[src/rtl/fifo_ctrl.sv]
// fifo_ctrl -- pointer and flag controller that turns a dual-port memory into a synchronous FIFO.
//
// Port A of the memory is used only for writes and port B only for reads. This block owns the
// write/read pointers, the occupancy count, the full/empty and threshold flags, the read-data
// valid strobe and the overflow/underflow pulses. It is the only driver of the memory's address
// and rw inputs.
//
// Ports:
//   clk, reset             clock (rising edge), asynchronous active-high reset
//   push, data_in          producer write request and write data
//   pop                    consumer read request
//   data_out, data_valid   read data (straight from DataOutB) and its valid strobe
//   full, empty            registered occupancy flags
//   almost_full/_empty     registered threshold flags (count >= AF_LEVEL / count <= AE_LEVEL)
//   count                  occupancy, 0..2**ADDR_W
//   overflow, underflow    one-cycle pulse after a rejected push / pop
//   AddrA, rwA, DataInA    memory write port
//   AddrB, rwB, DataOutB   memory read port (DataOutB is registered inside the memory)
module fifo_ctrl #(
  parameter int unsigned ADDR_W   = 3,
  parameter int unsigned DATA_W   = 4,
  parameter int unsigned AF_LEVEL = 6,
  parameter int unsigned AE_LEVEL = 2
) (
  input  logic              clk,
  input  logic              reset,
  input  logic              push,
  input  logic [DATA_W-1:0] data_in,
  input  logic              pop,
  output logic [DATA_W-1:0] data_out,
  output logic              data_valid,
  output logic              full,
  output logic              empty,
  output logic              almost_full,
  output logic              almost_empty,
  output logic [ADDR_W:0]   count,
  output logic              overflow,
  output logic              underflow,
  output logic [ADDR_W-1:0] AddrA,
  output logic              rwA,
  output logic [DATA_W-1:0] DataInA,
  output logic [ADDR_W-1:0] AddrB,
  output logic              rwB,
  input  logic [DATA_W-1:0] DataOutB
);

  // Threshold levels sized to the count width so comparisons stay width-matched.
  localparam logic [ADDR_W:0] AfLevel = AF_LEVEL[ADDR_W:0];
  localparam logic [ADDR_W:0] AeLevel = AE_LEVEL[ADDR_W:0];

  // Pointers carry one extra wrap bit above the memory address.
  logic [ADDR_W:0] wr_ptr_q, wr_ptr_d;
  logic [ADDR_W:0] rd_ptr_q, rd_ptr_d;
  logic [ADDR_W:0] count_q, count_d;

  logic full_q, full_d;
  logic empty_q, empty_d;
  logic afull_q, afull_d;
  logic aempty_q, aempty_d;
  logic valid_q, valid_d;
  logic ovf_q, ovf_d;
  logic unf_q, unf_d;

  logic push_ok;
  logic pop_ok;

  // Accept rules. Because acceptance uses the registered flags, a push while full is refused
  // even if a pop frees a slot in the same cycle; this keeps port A from writing the word that
  // port B is reading out. Symmetrically a pop while empty is refused even alongside a push.
  always_comb begin
    push_ok = push & ~full_q;
    pop_ok  = pop & ~empty_q;
  end

  // Next-state pointers, count and flags.
  always_comb begin
    wr_ptr_d = wr_ptr_q + {{ADDR_W{1'b0}}, push_ok};
    rd_ptr_d = rd_ptr_q + {{ADDR_W{1'b0}}, pop_ok};

    // Modulo subtraction on the wrap-extended pointers yields 0..2**ADDR_W directly.
    count_d  = wr_ptr_d - rd_ptr_d;

    empty_d  = (wr_ptr_d == rd_ptr_d);
    full_d   = (wr_ptr_d[ADDR_W-1:0] == rd_ptr_d[ADDR_W-1:0]) &&
               (wr_ptr_d[ADDR_W] != rd_ptr_d[ADDR_W]);
    afull_d  = (count_d >= AfLevel);
    aempty_d = (count_d <= AeLevel);

    // The memory registers mem[AddrB] at the same edge that accepts the pop.
    valid_d  = pop_ok;
    ovf_d    = push & full_q;
    unf_d    = pop & empty_q;
  end

  always_ff @(posedge clk or posedge reset) begin
    if (reset) begin
      wr_ptr_q <= '0;
      rd_ptr_q <= '0;
      count_q  <= '0;
      full_q   <= 1'b0;
      empty_q  <= 1'b1;
      afull_q  <= 1'b0;
      aempty_q <= 1'b1;
      valid_q  <= 1'b0;
      ovf_q    <= 1'b0;
      unf_q    <= 1'b0;
    end else begin
      wr_ptr_q <= wr_ptr_d;
      rd_ptr_q <= rd_ptr_d;
      count_q  <= count_d;
      full_q   <= full_d;
      empty_q  <= empty_d;
      afull_q  <= afull_d;
      aempty_q <= aempty_d;
      valid_q  <= valid_d;
      ovf_q    <= ovf_d;
      unf_q    <= unf_d;
    end
  end

  // Memory drive. rwA is held low while reset is asserted so nothing is written then.
  always_comb begin
    AddrA   = wr_ptr_q[ADDR_W-1:0];
    DataInA = data_in;
    rwA     = push_ok & ~reset;
    AddrB   = rd_ptr_q[ADDR_W-1:0];
    rwB     = 1'b0;
  end

  // Producer/consumer outputs.
  always_comb begin
    data_out     = DataOutB;
    data_valid   = valid_q;
    full         = full_q;
    empty        = empty_q;
    almost_full  = afull_q;
    almost_empty = aempty_q;
    count        = count_q;
    overflow     = ovf_q;
    underflow    = unf_q;
  end

  // A write must never land on the word being read out in the same cycle.
  a_no_collision : assert property (@(posedge clk) disable iff (reset)
    !(rwA && pop_ok && (AddrA == AddrB)));

endmodule

[config.mk]
export PLATFORM = sky130hd
export DESIGN_NAME = fifo_ctrl
export DESIGN_NICKNAME = d
export VERILOG_FILES = /design/src/rtl/fifo_ctrl.sv
export SDC_FILE = /design/constraint.sdc
export NUM_CORES = 1
export LEC_CHECK = 0
export CELL_PAD_IN_SITES_DETAIL_PLACEMENT = 1
export CELL_PAD_IN_SITES_GLOBAL_PLACEMENT = 1
export CORE_ASPECT_RATIO = 1.1
export CORE_MARGIN = 1.5
export CORE_UTILIZATION = 33
export CTS_CLUSTER_SIZE = 8
export DETAILED_ROUTE_END_ITERATION = 8
export PLACE_DENSITY_LB_ADDON = 0.1
export SYNTH_ARGS = -nofsm -noshare
export SYNTH_HDL_FRONTEND = slang
export SYNTH_SLANG_ARGS = --single-unit
[constraint.sdc]
create_clock -name clk -period 5.7 [get_ports clk]
set_clock_uncertainty 0.05 [all_clocks]
set_input_delay 1.71 -clock clk [delete_from_list [all_inputs] [get_ports clk]]
set_output_delay 1.71 -clock clk [all_outputs]
set_load 0.05 [all_outputs]
==> reports/results.tsv, run 1 <==
metric	value	unit
grt_setup_unrepaired	false	
ctsHoldBuffers	0	
vias	494	
final.setup.tns	0	ps
h-tree-depth	1	
ioPinCount	39	
initial_core_util	35.4	%
antenna_left	0	
grt_pass1_wl	2280	microns
arrival	2770	ps
post_cts_buffers	0	
syn_nets	93	
maxCapViolCount	0	
area_growth	18.4	%
totalWireLength	1430	microns
final-hold-violation-count	0	
cts_sinks	19	
cts_tree	built	
cp_common_cell	buf_4	
cts_buffer_depth	2	
grt_usage	10.3	%
final_nets	105	
finalSetupViolCount	0	
die_area	3080	sq um
fp.dieW	53.1	microns
worst_path_max_delay_cell	clkdlybuf4s50_1	
synth_seq_cells	19	
grt_pass1_vias	501	
layout-drive-gt1-share	15.1	%
netlist_area	910	sq um
final_util	42.0	%
syn_avg_cell_area	12.1	sq um
drt-pass1-iter-count	2	
crit_family	buffers and inverters	
clk_latency	280	ps
gp_congestion	0.673	
critPathRequiredTime	3940	ps
tightestPinTransition	506	ps
period_needed	4530	ps
io_buffer_count	21	
clkTransAtPathRegs	90	ps
hp-class	register to register	
grt_max_degree	21	
n_antenna_cell	0	
end_kind	primary output	
clockRootBuffer	clkbuf_4	
post-route-period-util	79.5	%
ys_seq_area_share	52.5	%
cts_buffers	3	
cp-start-kind	primary input	
critical_path_class	primary input to primary output	
coreArea	2570	sq um
fp-row-count	19	
cts_resized	0	
drc_errors	0	
status	finished, final reports clean	
max_slew_margin	66.2	%
post_drt_wl_per_cell	12.2	microns
first_iter_violations	6	
avgViaCountPerCell	4.22	
fmax	221	MHz
dieHeight	58.1	microns
critPathMaxFanout	20	
dp_hpwl	1170	microns
grt_remaining_overflow	0	
ys_warn_count	0	
worst-path-buf-inv	4	
synth.distinct_cells	18	
path_cells	clkdlybuf4s50_1, inv_1, buf_4, and2_1, buf_4	
slowest_delay	400	ps
antenna_found_initial	0	
syn_inst	75	
report.final.slew_viol_count	0	
## area by class of cell
cell class                 count  area, sq um
timing repair buffer          22          215
tap                           31         38.8
inverter                      10         37.5
fill                         287         1490
clock buffer                   4         26.3
sequential                    19          478
multi-input combinational     31          282
## per-layer routing
| layer | track usage, % | wire [microns] | up-vias |
|---|---|---|---|
| li1 | - | - | 235 |
| met1 | 12.4 | 602 | 241 |
| met2 | 16.8 | 738 | 14 |
| met3 | 3.87 | 81 | 4 |
| met4 | 3.66 | 8 | 0 |
| met5 | 0 | 0 | - |
## per-stage QoR
step	cells	area (sq um)	hold WS, ps	setup WS (ps)
after floorplan	75	910	451	1300
final	117	1080	474	1170
after detailed placement	113	1050	461	1140
after global placement	113	1050	466	1160
after CTS	117	1080	481	1140
after global routing	117	1080	517	1050
## Yosys cell counts
cell	instances	area, sq um
nor2_1	2	7.51
dfrtp_1	17	425
xnor2_2	2	32.5
and2_1	3	18.8
a211oi_2	1	12.5
nand3_1	3	15.0
xor2_1	3	26.3
maj3_2	2	22.5
buf_4	15	113
a21oi_1	1	5.00
xnor2_1	3	26.3
xor2_2	1	16.3
conb_1	1	3.75
a21o_1	1	7.51
inv_1	10	37.5
nor2b_1	2	12.5
dfstp_2	2	52.6
ha_1	6	75.1
## final timing paths
path | start | endpoint | slack, ps | cells past startpoint
setup / recovery | reset | rwA | 1170 | 5
hold / removal | full | overflow | 470 | 1
setup reg to reg | empty | almost_empty | 3380 | 7
hold reg to reg | full | overflow | 470 | 1
max in group asynchronous | reset | empty | 3650 | 3
min in group asynchronous | reset | count[3] | 1690 | 3
## placed cells by master (no fill, tap or decap), drive strengths merged
cell type	count
clkdlybuf4s50	20
dfrtp	17
inv	10
ha	6
xnor2	5
xor2	4
clkbuf	4
nand3	3
and2	3
nor2b	2
maj3	2
nor2	2
dfstp	2
buf	2
a21oi	1
a21o	1
a211oi	1
conb	1
## flip-flops by register name (all words and copies together), names as in the netlist
signal and cells:
almost_full 1, empty 1, wr_ptr_q 4, count 4, underflow 1, full 1, overflow 1, rd_ptr_q 4
almost_empty 1, data_valid 1
## cell families (layout without fill, tap and decap cells)
logic type                 after synthesis  count (layout)  synth area share [%]
buffers and inverters                   25              36                  16.5
DFF                                     19              19                  52.5
and+or+nand+nor                         10              10                  5.91
xor gates and xnor gates                 9               9                  11.1
adders and majority gates                8               8                  10.7
AOI/OAI and AO/OA                        3               3                  2.75
other                                    1               1                 0.412
Power of run 1 is left out: the tool's default activity adds up to more than one toggle a clock period on the data nets, which glitch-free logic cannot reach.
==> run 2, diff against run 1 <==
--- a/config.mk
+++ b/config.mk
@@ -9,7 +9,7 @@
 export CELL_PAD_IN_SITES_GLOBAL_PLACEMENT = 1
 export CORE_ASPECT_RATIO = 1.1
 export CORE_MARGIN = 1.5
-export CORE_UTILIZATION = 33
+export CORE_UTILIZATION = 31
 export CTS_CLUSTER_SIZE = 8
 export DETAILED_ROUTE_END_ITERATION = 8
 export PLACE_DENSITY_LB_ADDON = 0.1
==> constraint.sdc (replaced) <==
create_clock -name clk -period 4.6 [get_ports clk]
set_clock_uncertainty 0.05 [all_clocks]
set_input_delay 1.38 -clock clk [delete_from_list [all_inputs] [get_ports clk]]
set_output_delay 1.38 -clock clk [all_outputs]
set_load 0.05 [all_outputs]
==> reports/results.tsv, run 2 (synthesis results as in run 1) <==
metric	value	unit
period_needed	3790	ps
final.setup.tns	0	ps
arrival	2360	ps
first_iter_violations	2	
maxCapViolCount	0	
io_buffer_count	21	
post_drt_wl_per_cell	12.6	microns
antenna_found_initial	0	
crit_start	push	
gp_congestion	0.709	
critPathRequiredTime	3170	ps
post_cts_buffers	0	
coreArea	2780	sq um
critical_path_class	primary input to primary output	
fp-row-count	20	
dieHeight	59.8	microns
r2r-start	empty	
report.final.slew_viol_count	0	
fmax	264	MHz
max_slew_margin	66.1	%
layout-drive-gt1-share	16.3	%
cts_resized	0	
finalSetupViolCount	0	
cts_sinks	19	
n_antenna_cell	0	
antenna_left	0	
ctsHoldBuffers	0	
clkTransAtPathRegs	110	ps
cp-start-kind	primary input	
final-hold-violation-count	0	
drt-pass1-iter-count	2	
die_area	3270	sq um
end_kind	primary output	
min_from	full	
grt_pass1_wl	2380	microns
grt_pass1_vias	525	
drc_errors	0	
cts_tree	built	
grt_setup_unrepaired	false	
path_cells	clkdlybuf4s50_1, nor2b_1, and2_1, buf_12	
layout_common_cells	clkdlybuf4s50_1 (20), dfrtp_1 (17), inv_1 (10), ha_1 (6)	
critPathMaxFanout	2	
layout_commonest_cell	clkdlybuf4s50_1	
grt_max_degree	20	
grt_remaining_overflow	0	
initial_core_util	32.7	%
h-tree-depth	1	
post-route-period-util	82.3	%
worst_path_max_delay_cell	clkdlybuf4s50_1	
totalWireLength	1500	microns
slowest_delay	460	ps
ioPinCount	39	
holdWs	476	ps
clk_latency	290	ps
tightestPinTransition	507	ps
cts_buffers	3	
clockRootBuffer	clkbuf_4	
hp-class	register to register	
grt_usage	10.7	%
dp_hpwl	1220	microns
final_nets	105	
reg.largest.list	count: 4 flops, rd_ptr_q: 4 flops, wr_ptr_q: 4 flops	
avgViaCountPerCell	4.13	
fp.dieW	54.6	microns
status	finished, final reports clean	
area_growth	20.2	%
vias	491	
cts_buffer_depth	2	
run 2: changes by cell type in the layout (fill, tap and decap cells not counted):
cell / delta
clkinv_2: +1
clkbuf_1: -1
buf_4: -1
buf_12: +1
run 2: critical path: cells and delay by family:
kind	cells	cell delay [ps]
buf+inv	2	600
simple gates	2	370
run 2: worst paths after layout:
kind	cells past startpoint	slack, ps	endpoint
setup / recovery	4	810	rwA
setup reg to reg	7	2260	almost_empty
max in group asynchronous	3	2820	empty
hold reg to reg	1	480	overflow
hold / removal	1	480	overflow
min in group asynchronous	3	1420	overflow
run 2: area by class of cell:
class                   instances  area [sq um]
fillers                       305          1680
well taps                      33          41.3
inverters                      10          37.5
clock inverters                 1          5.00
clock buffers                   3          22.5
multi-input cells              31           282
flip-flops and latches         19           478
repair buffers                 22           228
run 2: stage by stage:
step	cells	worst slack [ps]	util (%)	cell area (sq um)
2_1_floorplan	75	858	-	910
3_5_place_dp	115	806	38.4	1070
4_1_cts	119	800	39.4	1090
6_report	119	813	39.4	1090
5_1_grt	119	736	39.4	1090
3_3_place_gp	115	839	38.4	1070
run 2: metal layers:
metal,up-vias,share of wire [%],track usage [%]
met4,0,1.6,6.79
met1,239,43,13.3
met3,2,4.4,1.75
met5,-,0,0
li1,239,-,-
met2,11,51,17.0
Power of run 2 is left out for the same reason.
==> run 3, diff against run 2 <==
--- a/config.mk
+++ b/config.mk
@@ -9,7 +9,7 @@
 export CELL_PAD_IN_SITES_GLOBAL_PLACEMENT = 1
 export CORE_ASPECT_RATIO = 1.1
 export CORE_MARGIN = 1.5
-export CORE_UTILIZATION = 31
+export CORE_UTILIZATION = 28
 export CTS_CLUSTER_SIZE = 8
 export DETAILED_ROUTE_END_ITERATION = 8
 export PLACE_DENSITY_LB_ADDON = 0.1
==> constraint.sdc (replaced) <==
create_clock -name clk -period 3.45 [get_ports clk]
set_clock_uncertainty 0.05 [all_clocks]
set_input_delay 1.035 -clock clk [delete_from_list [all_inputs] [get_ports clk]]
set_output_delay 1.035 -clock clk [all_outputs]
set_load 0.05 [all_outputs]
==> reports/results.tsv, run 3 (synthesis results as in run 1) <==
metric	value	unit
status	finished, final reports clean	
critical_path_class	primary input to primary output	
dp.cells	117	
avgViaCountPerCell	4.06	
reg2reg_depth	7	
grt_max_degree	20	
post_cts_buffers	0	
dp_slack	110	ps
dieHeight	62.8	microns
crit_start	push	
die_area	3600	sq um
reg.largest.list	count: 4 flops, rd_ptr_q: 4 flops, wr_ptr_q: 4 flops	
worst-path-buf-inv	2	
final_cells	121	
coreArea	3070	sq um
finalSetupViolCount	0	
final.setup.tns	0	ps
layout-drive-gt1-share	17.2	%
report.final.slew_viol_count	0	
hp-class	register to register	
vias	491	
final.fill_count	337	
dpl_cell_area	1070	sq um
ioPinCount	39	
cts_buffers	3	
maxCapViolCount	0	
path_cells	clkdlybuf4s50_1, nor2b_1, and2_1, buf_12	
fmax	323	MHz
fp-row-count	21	
grt_remaining_overflow	0	
drt-pass1-iter-count	3	
grt_pass1_wl	2530	microns
gp_congestion	0.710	
h-tree-depth	1	
min_from	full	
totalWireLength	1460	microns
r2r-start	empty	
arrival	2010	ps
crit_family	buffers and inverters	
antenna_found_initial	0	
tightestPinTransition	496	ps
layout_common_cells	clkdlybuf4s50_1 (20), dfrtp_1 (17), inv_1 (10), ha_1 (6)	
grt_setup_unrepaired	false	
final-hold-violation-count	0	
dp_hpwl	1190	microns
min_to	overflow	
critPathMaxFanout	2	
cts_tree	built	
n_antenna_cell	0	
io_buffer_count	21	
first_iter_violations	4	
fin_ws	356	ps
max_slew_margin	66.8	%
fp.dieW	57.3	microns
slowest_delay	470	ps
period_needed	3090	ps
post-route-period-util	89.7	%
r2r_end	almost_empty	
design_area	1100	sq um
multi_input_area	282	sq um
final_nets	106	
grt_pass1_vias	552	
ctsHoldBuffers	0	
drc_errors	0	
initial_core_util	29.6	%
cts_sinks	19	
r2r_slack	1150	ps
critPathRequiredTime	2360	ps
layout_commonest_cell	clkdlybuf4s50_1	
clockRootBuffer	clkbuf_4	
area_growth	21.2	%
seq_area	478	sq um
grt_usage	9.38	%
clkTransAtPathRegs	100	ps
worst_path_max_delay_cell	clkdlybuf4s50_1	
antenna_left	0	
clk_latency	290	ps
cp-start-kind	primary input	
min_path_cells	1	
post_drt_wl_per_cell	12.1	microns
cts_buffer_depth	2	
end_kind	primary output	
cts_resized	0	
-- run 3: worst reg2reg max path: cells and delay by family, from the launching register on --
family / cells / cell delay, ps
flops: 1 / 550
xor+xnor: 1 / 160
simple gates: 1 / 50
compound gates: 1 / 200
fa+ha+maj: 4 / 1220
-- run 3: worst max-delay path by stage --
| stage | to | slack [ps] | cells past startpoint |
|---|---|---|---|
| after floorplan | rwA | 400 | 2 |
| after global placement | almost_full | 140 | 8 |
| after detailed placement | almost_full | 110 | 8 |
| after CTS | rwA | 350 | 4 |
| after global routing | rwA | 260 | 4 |
| final | rwA | 360 | 4 |
-- run 3: cell type report --
| class | instances | share of cell area (%) |
|---|---|---|
| Sequential cell | 19 | 43.4 |
| Multi-Input combinational cell | 31 | 25.5 |
| Timing Repair Buffer | 23 | 21.3 |
| Tap cell | 34 | 3.86 |
| Inverter | 10 | 3.41 |
| Clock buffer | 3 | 2.04 |
| Clock inverter | 1 | 0.454 |
-- run 3: per-stage QoR --
step,hold WS [ps],utilization [%]
2_1_floorplan,451,-
3_3_place_gp,463,35.0
3_5_place_dp,460,35.0
4_1_cts,486,35.9
5_1_grt,509,35.9
6_report,480,35.9
-- run 3: metal layers --
| metal | vias up | part of all wire, % | GRT usage [%] |
|---|---|---|---|
| met2 | 10 | 49 | 13.4 |
| met5 | - | 0 | 0 |
| li1 | 238 | - | - |
| met3 | 10 | 4.9 | 2.07 |
| met1 | 233 | 43 | 12.3 |
| met4 | 0 | 2.7 | 6.69 |
Power of run 3 is left out for the same reason.
